===== src/rtl/dbus_decoder.sv =====
// rtl/dbus_decoder.sv - data-bus address decoder and in-order read response router
//
// Purpose:
//   Routes each LSU read/write to T0 (data RAM), T1 (peripherals) or an
//   internal error responder. Outstanding reads are tracked in issue order,
//   and read data is steered back combinationally from the head of that queue.
//
// Ports:
//   clk, rst            clock, asynchronous active-high reset
//   h_*                 host (LSU) request/response side
//   t0_*, t1_*          target request/response sides
//   decode_error        one-cycle pulse after an unmapped access is accepted
//   stray_resp          one-cycle pulse after a target response nobody waits for
module dbus_decoder #(
  parameter logic [31:0] T0_BASE         = 32'h0000_0000,
  parameter logic [31:0] T0_MASK         = 32'hFFFF_0000,
  parameter logic [31:0] T1_BASE         = 32'h8000_0000,
  parameter logic [31:0] T1_MASK         = 32'hF000_0000,
  parameter int unsigned MAX_OUTSTANDING = 4,
  parameter logic [31:0] ERR_READDATA    = 32'h0000_0000
) (
  input  logic        clk,
  input  logic        rst,

  input  logic        h_read,
  input  logic        h_write,
  input  logic [31:0] h_address,
  input  logic [31:0] h_writedata,
  input  logic [3:0]  h_byte_enable,
  output logic        h_waitrequest,
  output logic [31:0] h_readdata,
  output logic        h_readdatavalid,

  output logic        t0_read,
  output logic        t0_write,
  output logic [31:0] t0_address,
  output logic [31:0] t0_writedata,
  output logic [3:0]  t0_byte_enable,
  input  logic        t0_waitrequest,
  input  logic [31:0] t0_readdata,
  input  logic        t0_readdatavalid,

  output logic        t1_read,
  output logic        t1_write,
  output logic [31:0] t1_address,
  output logic [31:0] t1_writedata,
  output logic [3:0]  t1_byte_enable,
  input  logic        t1_waitrequest,
  input  logic [31:0] t1_readdata,
  input  logic        t1_readdatavalid,

  output logic        decode_error,
  output logic        stray_resp
);

  localparam int PW = (MAX_OUTSTANDING > 1) ? $clog2(MAX_OUTSTANDING) : 1;
  localparam int CW = $clog2(MAX_OUTSTANDING) + 1;
  localparam logic [CW-1:0] CNT_FULL = CW'(MAX_OUTSTANDING);

  typedef enum logic [1:0] {
    ID_T0  = 2'd0,
    ID_T1  = 2'd1,
    ID_ERR = 2'd2
  } tgt_id_t;

  tgt_id_t       r_fifo [MAX_OUTSTANDING];
  logic [PW-1:0] r_wr_ptr;
  logic [PW-1:0] r_rd_ptr;
  logic [CW-1:0] r_cnt;
  tgt_id_t       r_tail_id;
  logic          r_err_valid;
  logic          r_decode_error;
  logic          r_stray_resp;

  tgt_id_t       w_sel;
  tgt_id_t       w_head;
  logic          w_cnt_nz;
  logic          w_blk;
  logic          w_rd_accept;
  logic          w_wr_accept;
  logic          w_stray;

  // T0 wins when both windows match.
  always_comb begin
    w_sel = ID_ERR;
    if ((h_address & T0_MASK) == T0_BASE)
      w_sel = ID_T0;
    else if ((h_address & T1_MASK) == T1_BASE)
      w_sel = ID_T1;
  end

  assign w_head   = r_fifo[r_rd_ptr];
  assign w_cnt_nz = |r_cnt;

  // A read may only join the queue behind reads to the same target, so every
  // target returns its data strictly in order relative to the others.
  assign w_blk = h_read & ((r_cnt == CNT_FULL) | (w_cnt_nz & (r_tail_id != w_sel)));

  assign t0_read  = h_read & (w_sel == ID_T0) & ~w_blk;
  assign t1_read  = h_read & (w_sel == ID_T1) & ~w_blk;
  assign t0_write = h_write & ~h_read & (w_sel == ID_T0);
  assign t1_write = h_write & ~h_read & (w_sel == ID_T1);

  assign t0_address     = h_address;
  assign t0_writedata   = h_writedata;
  assign t0_byte_enable = h_byte_enable;
  assign t1_address     = h_address;
  assign t1_writedata   = h_writedata;
  assign t1_byte_enable = h_byte_enable;

  // The error responder never stalls.
  assign h_waitrequest = w_blk
                       | ((w_sel == ID_T0) & (h_read | h_write) & t0_waitrequest)
                       | ((w_sel == ID_T1) & (h_read | h_write) & t1_waitrequest);

  assign w_rd_accept = h_read & ~h_waitrequest;
  assign w_wr_accept = h_write & ~h_read & ~h_waitrequest;

  // Response path is purely combinational so target latency is not increased.
  always_comb begin
    h_readdatavalid = 1'b0;
    h_readdata      = ERR_READDATA;
    case (w_head)
      ID_T0: begin
        h_readdatavalid = w_cnt_nz & t0_readdatavalid;
        h_readdata      = t0_readdata;
      end
      ID_T1: begin
        h_readdatavalid = w_cnt_nz & t1_readdatavalid;
        h_readdata      = t1_readdata;
      end
      default: begin
        h_readdatavalid = w_cnt_nz & r_err_valid;
        h_readdata      = ERR_READDATA;
      end
    endcase
  end

  assign w_stray = (t0_readdatavalid & (~w_cnt_nz | (w_head != ID_T0)))
                 | (t1_readdatavalid & (~w_cnt_nz | (w_head != ID_T1)));

  // Queue storage carries no reset; validity is defined solely by r_cnt.
  always_ff @(posedge clk) begin
    if (w_rd_accept)
      r_fifo[r_wr_ptr] <= w_sel;
  end

  always_ff @(posedge clk or posedge rst) begin
    if (rst) begin
      r_wr_ptr       <= '0;
      r_rd_ptr       <= '0;
      r_cnt          <= '0;
      r_tail_id      <= ID_T0;
      r_err_valid    <= 1'b0;
      r_decode_error <= 1'b0;
      r_stray_resp   <= 1'b0;
    end else begin
      if (w_rd_accept) begin
        r_wr_ptr  <= r_wr_ptr + 1'b1;
        r_tail_id <= w_sel;
      end
      if (h_readdatavalid)
        r_rd_ptr <= r_rd_ptr + 1'b1;
      case ({w_rd_accept, h_readdatavalid})
        2'b10:   r_cnt <= r_cnt + CW'(1);
        2'b01:   r_cnt <= r_cnt - CW'(1);
        default: r_cnt <= r_cnt;
      endcase
      // ERR reads only queue behind other ERR reads, each answered one cycle
      // after acceptance, so a single flag is enough.
      r_err_valid    <= w_rd_accept & (w_sel == ID_ERR);
      r_decode_error <= (w_rd_accept | w_wr_accept) & (w_sel == ID_ERR);
      r_stray_resp   <= w_stray;
    end
  end

  assign decode_error = r_decode_error;
  assign stray_resp   = r_stray_resp;

endmodule

===== config.mk =====
export PLATFORM = sky130hd
export DESIGN_NAME = dbus_decoder
export DESIGN_NICKNAME = d
export VERILOG_FILES = /design/src/rtl/dbus_decoder.sv
export SDC_FILE = /design/constraint.sdc
export NUM_CORES = 1
export LEC_CHECK = 0
export ABC_CLOCK_PERIOD_IN_PS = 3580
export BUFFER_PORTS_ARGS = -buffer_cell sky130_fd_sc_hd__buf_4
export CAP_MARGIN = 20
export CORE_AREA = 2 2 122 124
export DETAILED_ROUTE_END_ITERATION = 10
export DIE_AREA = 0 0 124 126
export HOLD_SLACK_MARGIN = 0.08
export SLEW_MARGIN = 5
export SYNTH_ARGS = -nofsm -noshare
export SYNTH_HDL_FRONTEND = slang
export SYNTH_SLANG_ARGS = --single-unit

===== constraint.sdc =====
create_clock -name clk -period 3.58 [get_ports clk]
set_input_delay 0.179 -clock clk [delete_from_list [all_inputs] [get_ports clk]]
set_output_delay 0.179 -clock clk [all_outputs]
set_load 0.02 [all_outputs]

==> results.sh, run 1 <==
export IMPL_crit_path_cell_trace="mux4_2, mux2_4, mux2i_1, nor2_1, ha_1, inv_1, fa_1, xor2_1, nor2_1, xor2_1"
export IMPL_synth_area_per_cell_sq_um=8.324
export IMPL_die_x_microns=124
export IMPL_async_flop_share_pct=60.00
export IMPL_viasPerCell=3.928
export IMPL_grt_overflow_total=0
export IMPL_fmax_mhz=381.6
export IMPL_grt_pass1_vias=2026
export IMPL_grt_pass1_wl_mm=10.45
export IMPL_clkLatencyLatePin_ns=0.25
export IMPL_synth_edf_count=8
export IMPL_syn_inst=320
export IMPL_crit_type="reg -> reg"
export IMPL_ff_latch_area_sq_um=540.5
export IMPL_dp_hpwl_mm=6.039
export IMPL_ys_seq_area_share_pct=20.29
export IMPL_wl_per_cell_microns=13.72
export IMPL_first_pass_iters=5
export IMPL_r2r_start="r_rd_ptr[0]$_DFFE_PP0P_"
export IMPL_hold_end="stray_resp$_DFF_PP0_"
export IMPL_drc_errors=0
export IMPL_first_iter_violations=71
export IMPL_numPortBuffers=159
export IMPL_worstPathArrival_ns=2.80
export IMPL_cts_sinks=20
export IMPL_postCtsSetupRepairBufs=0
export IMPL_clockBufferDepth=2
export IMPL_slew_limit_headroom_pct=62.72
export IMPL_cts_tree="yes"
export IMPL_htree_num_levels=1
export IMPL_finalSetupTns_ns=0
export IMPL_synth_fp_nets=466
export IMPL_pin_count=316
export IMPL_reg2reg_depth=10
export IMPL_crit_buf_inv=1
export IMPL_cap_violations=0
export IMPL_setup_viol=0
export IMPL_rsz0062_at_grt="false"
export IMPL_cp_max_fo=4
export IMPL_fill_cells=1566
export IMPL_endpoint_kind="flop"
export IMPL_grt_max_degree=35
export IMPL_finalClockSkew_ns=0.004512
export IMPL_ir_worst_vdd_v=0.0002567
export IMPL_design_die_area_sq_um=15620
export IMPL_reg2reg_to="r_cnt[2]$_DFFE_PP0P_"
export IMPL_synth_area_sq_um=2664
export IMPL_finalHoldViolCount=0
export IMPL_area_growth_pct=17.29
export IMPL_fin_crit_sh_pct=73.20
export IMPL_diodes=0
export IMPL_critPathSlowestCell="mux4_2"
export IMPL_cts_root_buf="clkbuf_16"
export IMPL_wirelength_mm=7.202
export IMPL_slowest_delay_ns=0.56
export IMPL_cts_reportedPaths_clkPinSlew_ns=0.05
export IMPL_layout_commonest_cell="buf_4"
export IMPL_synth_warnings=0
export IMPL_antenna_left=0
export IMPL_crit_path_start_kind="flop"
export IMPL_crit_family="multiplexers"
export IMPL_status="completed"
export IMPL_nets=488
export IMPL_maxSlewViolCount=0
export IMPL_drive_gt1_share_pct=49.56
export IMPL_crit_required_ns=3.76
export IMPL_grt_util_all_layers_pct=8.571
export IMPL_num_rows=44
export IMPL_vias=2062
export IMPL_die_h_microns=126
export IMPL_gp_congestion=0.7676
export IMPL_antenna_found_initial=2
export IMPL_period_needed_ns=2.621
export IMPL_cts_made_buffers=3
export IMPL_p_total_mw=2.282
export IMPL_synth_seq_cells=20
export IMPL_min_path_type="in -> reg"
export IMPL_hold_slack_ns=0.2146
export IMPL_multi_input_area_sq_um=1018
export IMPL_core_area_sq_um=14310
export IMPL_r2r_setup_slack_ns=0.96
export IMPL_ys_types=37
export IMPL_min_path_cells=3
export IMPL_synth_main_ff_cell="dfrtp_1"
export IMPL_min_from="t0_readdatavalid"
export IMPL_final_cell_mix="161 x buf_4, 42 x nor2_1, 34 x mux2i_1, 12 x dfrtp_1, 9 x inv_1"
export IMPL_start_util_pct=18.61
export IMPL_tightest_slew_ns=0.5592
export IMPL_leakage_nw=1.592
export IMPL_p_per_area_nw_per_um2=730.3
## synth_stat cells (3+ instances only)
| cell type | count | area [sq um] |
|---|---|---|
| buf_4 | 136 | 1021 |
| nor2_1 | 42 | 157.7 |
| xnor2_1 | 3 | 26.28 |
| nand3_1 | 3 | 15.01 |
| nand2_1 | 7 | 26.28 |
| o21ai_0 | 5 | 25.02 |
| ha_1 | 5 | 62.56 |
| edfxtp_1 | 8 | 240.2 |
| buf_2 | 4 | 20.02 |
| clkbuf_1 | 4 | 15.01 |
| a21oi_1 | 6 | 30.03 |
| nor4_1 | 3 | 18.77 |
| mux2i_1 | 34 | 340.3 |
| and2_1 | 8 | 50.05 |
| dfrtp_1 | 12 | 300.3 |
| nor3_1 | 4 | 20.02 |
| inv_1 | 9 | 33.78 |
| xor2_1 | 3 | 26.28 |
## worst min-delay path, cell delays in order
cell and delay, ns:
buf_4 0.09, nor4b_1 0.04, nor2_1 0.10
## sequential cells by signal, summed over array words and instances (netlist names)
signal / flops
r_tail_id: 2
stray_resp: 1
r_err_valid: 1
r_fifo: 8
r_wr_ptr: 2
decode_error: 1
r_rd_ptr: 2
r_cnt: 3
## metal layers
layer / track usage (%) / vias to the layer above / part of all wire, %
met3: 4.257 / 26 / 15
met2: 13.99 / 171 / 47
met4: 2.776 / 4 / 1.8
li1: - / 956 / -
met1: 9.714 / 905 / 37
met5: 0 / - / 0.36
## where the power goes
part           switching, mW  total (mW)  internal (mW)  leakage, nW
clock                 0.0781       0.227          0.149       0.0385
combinational          0.909        1.65          0.741         1.34
sequential            0.0765       0.405          0.328        0.214
## how the worst max path moves through the flow
stage / start / to / cells past startpoint
2_1_floorplan: r_rd_ptr[0]$_DFFE_PP0P_ / r_cnt[2]$_DFFE_PP0P_ / 11
3_3_place_gp: h_address[31] / r_cnt[2]$_DFFE_PP0P_ / 13
3_5_place_dp: h_address[31] / r_cnt[2]$_DFFE_PP0P_ / 13
4_1_cts: r_rd_ptr[0]$_DFFE_PP0P_ / r_cnt[2]$_DFFE_PP0P_ / 10
5_1_grt: r_rd_ptr[0]$_DFFE_PP0P_ / r_cnt[2]$_DFFE_PP0P_ / 10
6_report: r_rd_ptr[0]$_DFFE_PP0P_ / r_cnt[2]$_DFFE_PP0P_ / 10
## cell type report
| cell class | count | area share (%) |
|---|---|---|
| Clock buffer | 3 | 2.403 |
| Clock inverter | 1 | 0.1201 |
| Inverter | 10 | 1.201 |
| Timing Repair Buffer | 162 | 39.01 |
| Multi-Input combinational cell | 145 | 32.60 |
| Tap cell | 184 | 7.369 |
| Sequential cell | 20 | 17.30 |
## cell families after synthesis
group	count (synthesis)	synth area share, %
AND/OR/NAND/NOR	75	13.01
flip-flops	20	20.29
XOR/XNOR	6	1.973
AO/OA/AOI/OAI	21	5.120
buffers and inverters	155	41.47
multiplexers	37	15.03
adder cells (fa/ha/maj)	6	3.100
## metrics by stage
stage | utilization [%] | instance area (sq um) | cells | setup WS (ns)
after floorplan | - | 2664 | 320 | 0.7168
after global placement | 21.21 | 3035 | 520 | 0.9828
after detailed placement | 21.21 | 3035 | 520 | 0.9154
after CTS | 21.83 | 3124 | 525 | 0.9168
after global routing | 21.83 | 3124 | 525 | 0.7088
final | 21.83 | 3124 | 525 | 0.9594
## timing repair
| item | 4_1_cts | 5_1_grt |
|---|---|---|
| endpoints found under the hold margin | 12 | 0 |
| gates resized for setup | 0 | 0 |
| hold buffers | 1 | 0 |
(Power assumes the default switching activity.)
==> run 2: changes to the inputs <==
--- a/config.mk
+++ b/config.mk
@@ -5,7 +5,7 @@
 export SDC_FILE = /design/constraint.sdc
 export NUM_CORES = 1
 export LEC_CHECK = 0
-export ABC_CLOCK_PERIOD_IN_PS = 3580
+export ABC_CLOCK_PERIOD_IN_PS = 2440
 export BUFFER_PORTS_ARGS = -buffer_cell sky130_fd_sc_hd__buf_4
 export CAP_MARGIN = 20
 export CORE_AREA = 2 2 122 124
==> constraint.sdc (replaced) <==
create_clock -name clk -period 2.44 [get_ports clk]
set_input_delay 0.122 -clock clk [delete_from_list [all_inputs] [get_ports clk]]
set_output_delay 0.122 -clock clk [all_outputs]
set_load 0.02 [all_outputs]
==> run 2 against run 1 <==
  * Global-route usage increased by 0.84 points
  * Clock skew is 0.0030 ns lower
  * Sequential power is 45% higher
  * Worst setup slack worse by 0.91 ns
  * Clock power up 48%
  * Power grew 52%
  * Sequential share of layout area is 0.43 points lower
  * Largest cell class unchanged
  * Largest power group unchanged
==> results.sh, run 2 (synthesis results as in run 1) <==
export IMPL_first_pass_iters=4
export IMPL_dp_hpwl_mm=6.774
export IMPL_gp_congestion=0.8068
export IMPL_cts_root_buf="clkbuf_16"
export IMPL_nets=497
export IMPL_pin_count=316
export IMPL_largest_reg_flops=8
export IMPL_rsz0062_at_grt="true"
export IMPL_period_needed_ns=2.389
export IMPL_die_x_microns=124
export IMPL_cp_max_fo=3
export IMPL_fin_crit_sh_pct=97.89
export IMPL_drc_errors=0
export IMPL_crit_type="reg -> reg"
export IMPL_critPathSlowestCell="mux4_2"
export IMPL_wirelength_mm=7.980
export IMPL_finalHoldViolCount=0
export IMPL_numPortBuffers=159
export IMPL_drive_gt1_share_pct=52.29
export IMPL_crit_path_cell_trace="mux4_2, mux2_4, mux2i_2, nor2_2, ha_2, inv_2, fa_2, xor2_1, nor2_1, xor2_1"
export IMPL_fill_cells=1580
export IMPL_slew_limit_headroom_pct=61.72
export IMPL_multi_input_area_sq_um=1030
export IMPL_start_util_pct=18.61
export IMPL_min_path_cells=3
export IMPL_wl_per_cell_microns=14.94
export IMPL_reg2reg_to="r_cnt[2]$_DFFE_PP0P_"
export IMPL_endpoint_kind="flop"
export IMPL_finalSetupTns_ns=0
export IMPL_r2r_setup_slack_ns=0.05
export IMPL_diodes=0
export IMPL_crit_path_start_kind="flop"
export IMPL_clkLatencyLatePin_ns=0.25
export IMPL_layout_commonest_cell="buf_4"
export IMPL_cap_violations=0
export IMPL_cts_sinks=20
export IMPL_maxSlewViolCount=0
export IMPL_final_area_sq_um=3203
export IMPL_hold_end="stray_resp$_DFF_PP0_"
export IMPL_grt_util_all_layers_pct=9.407
export IMPL_r2r_start="r_rd_ptr[0]$_DFFE_PP0P_"
export IMPL_viasPerCell=3.901
export IMPL_leakage_nw=1.634
export IMPL_grt_overflow_total=0
export IMPL_min_path_type="in -> reg"
export IMPL_clockBufferDepth=2
export IMPL_cts_reportedPaths_clkPinSlew_ns=0.05
export IMPL_grt_pass1_wl_mm=11.36
export IMPL_placed_cell_area_sq_um=3090
export IMPL_cts_tree="yes"
export IMPL_status="completed"
export IMPL_num_rows=44
export IMPL_reg2reg_depth=10
export IMPL_core_area_sq_um=14310
export IMPL_p_per_area_nw_per_um2=1085
export IMPL_antenna_left=0
export IMPL_tightest_slew_ns=0.5743
export IMPL_finalClockSkew_ns=0.001533
export IMPL_grt_max_degree=35
export IMPL_fmax_mhz=418.7
export IMPL_design_die_area_sq_um=15620
export IMPL_crit_top_cell="xor2_1"
export IMPL_vias=2083
export IMPL_crit_required_ns=2.57
export IMPL_final_cell_mix="170 x buf_4, 41 x nor2_1, 33 x mux2i_1, 12 x dfrtp_1"
export IMPL_htree_num_levels=1
export IMPL_die_h_microns=126
export IMPL_worstPathArrival_ns=2.52
export IMPL_ir_worst_vdd_v=0.0004890
export IMPL_grt_pass1_vias=2227
export IMPL_first_iter_violations=39
export IMPL_cts_made_buffers=3
export IMPL_p_total_mw=3.474
export IMPL_reg_top3="r_fifo: 8 flops, r_cnt: 3 flops"
export IMPL_ff_latch_area_sq_um=540.5
export IMPL_top_register="r_fifo"
export IMPL_area_growth_pct=20.24
export IMPL_slowest_delay_ns=0.54
export IMPL_setup_viol=0
export IMPL_antenna_found_initial=0
export IMPL_min_from="t1_readdatavalid"
-- run 2: changes by cell type in the layout (fill, tap and decap cells not counted) --
cell	change
ha_1	-1
nor2_2	+1
mux2i_2	+1
fa_1	-1
fa_2	+1
inv_1	-1
nor2_1	-1
ha_2	+1
mux2i_1	-1
buf_4	+9
inv_2	+1
-- run 2: worst max-delay path by stage --
| stage | startpoint | endpoint | slack (ns) | cells past startpoint |
|---|---|---|---|---|
| 2_1_floorplan | r_rd_ptr[0]$_DFFE_PP0P_ | r_cnt[2]$_DFFE_PP0P_ | -0.27 | 11 |
| 3_3_place_gp | h_address[31] | r_cnt[2]$_DFFE_PP0P_ | 0.04 | 13 |
| 3_5_place_dp | h_address[31] | r_cnt[2]$_DFFE_PP0P_ | -0.06 | 13 |
| 4_1_cts | r_rd_ptr[0]$_DFFE_PP0P_ | r_cnt[2]$_DFFE_PP0P_ | 0.02 | 10 |
| 5_1_grt | r_rd_ptr[0]$_DFFE_PP0P_ | r_cnt[2]$_DFFE_PP0P_ | -0.06 | 10 |
| 6_report | r_rd_ptr[0]$_DFFE_PP0P_ | r_cnt[2]$_DFFE_PP0P_ | 0.05 | 10 |
-- run 2: where the power goes --
group / internal, mW / total (mW) / switching, mW
Sequential: 0.482 / 0.589 / 0.107
Clock: 0.218 / 0.335 / 0.117
Combinational: 1.17 / 2.55 / 1.38
-- run 2: layout make-up --
cell class / count / share of cell area (%)
Multi-Input combinational cell: 145 / 32.15
Sequential cell: 20 / 16.87
Clock buffer: 3 / 2.344
Timing Repair Buffer: 171 / 40.16
Inverter: 10 / 1.172
Clock inverter: 1 / 0.1172
Tap cell: 184 / 7.188
-- run 2: critical path, delay by kind of cell (launching register included) --
kind | cells | cell delay (ns)
muxes | 3 | 1.02
buffers and inverters | 1 | 0.05
DFF | 1 | 0.38
xor gates and xnor gates | 2 | 0.29
and+or+nand+nor | 2 | 0.13
adders and majority gates | 2 | 0.39
-- run 2: metrics by stage --
| stage | hold slack, ns | worst slack, ns | util [%] | std cells |
|---|---|---|---|---|
| 3_5_place_dp | 0.2152 | -0.05761 | 21.59 | 527 |
| 4_1_cts | 0.1382 | 0.01576 | 22.35 | 534 |
| 6_report | 0.1347 | 0.05149 | 22.38 | 534 |
| 5_1_grt | 0.1385 | -0.05517 | 22.38 | 534 |
| 2_1_floorplan | -0.01330 | -0.2677 | - | 320 |
| 3_3_place_gp | 0.2110 | 0.04254 | 21.59 | 527 |
-- run 2: what timing repair did --
item / in CTS / in global routing
setup endpoints to repair: 1 / 2
hold buffers: 1 / 0
endpoints found under the hold margin: 12 / 0
pin swaps: 4 / 3
gates resized for setup: 2 / 2
buffers inserted: 2 / 0
-- run 2: per-layer routing --
metal | wire length (microns) | share of wire (%) | global-route usage [%] | up-vias
li1 | - | - | - | 970
met1 | 2872 | 36 | 10.01 | 910
met2 | 3876 | 49 | 16.84 | 191
met3 | 1127 | 14 | 4.076 | 12
met4 | 104 | 1.3 | 2.445 | 0
met5 | 0 | 0 | 0 | -
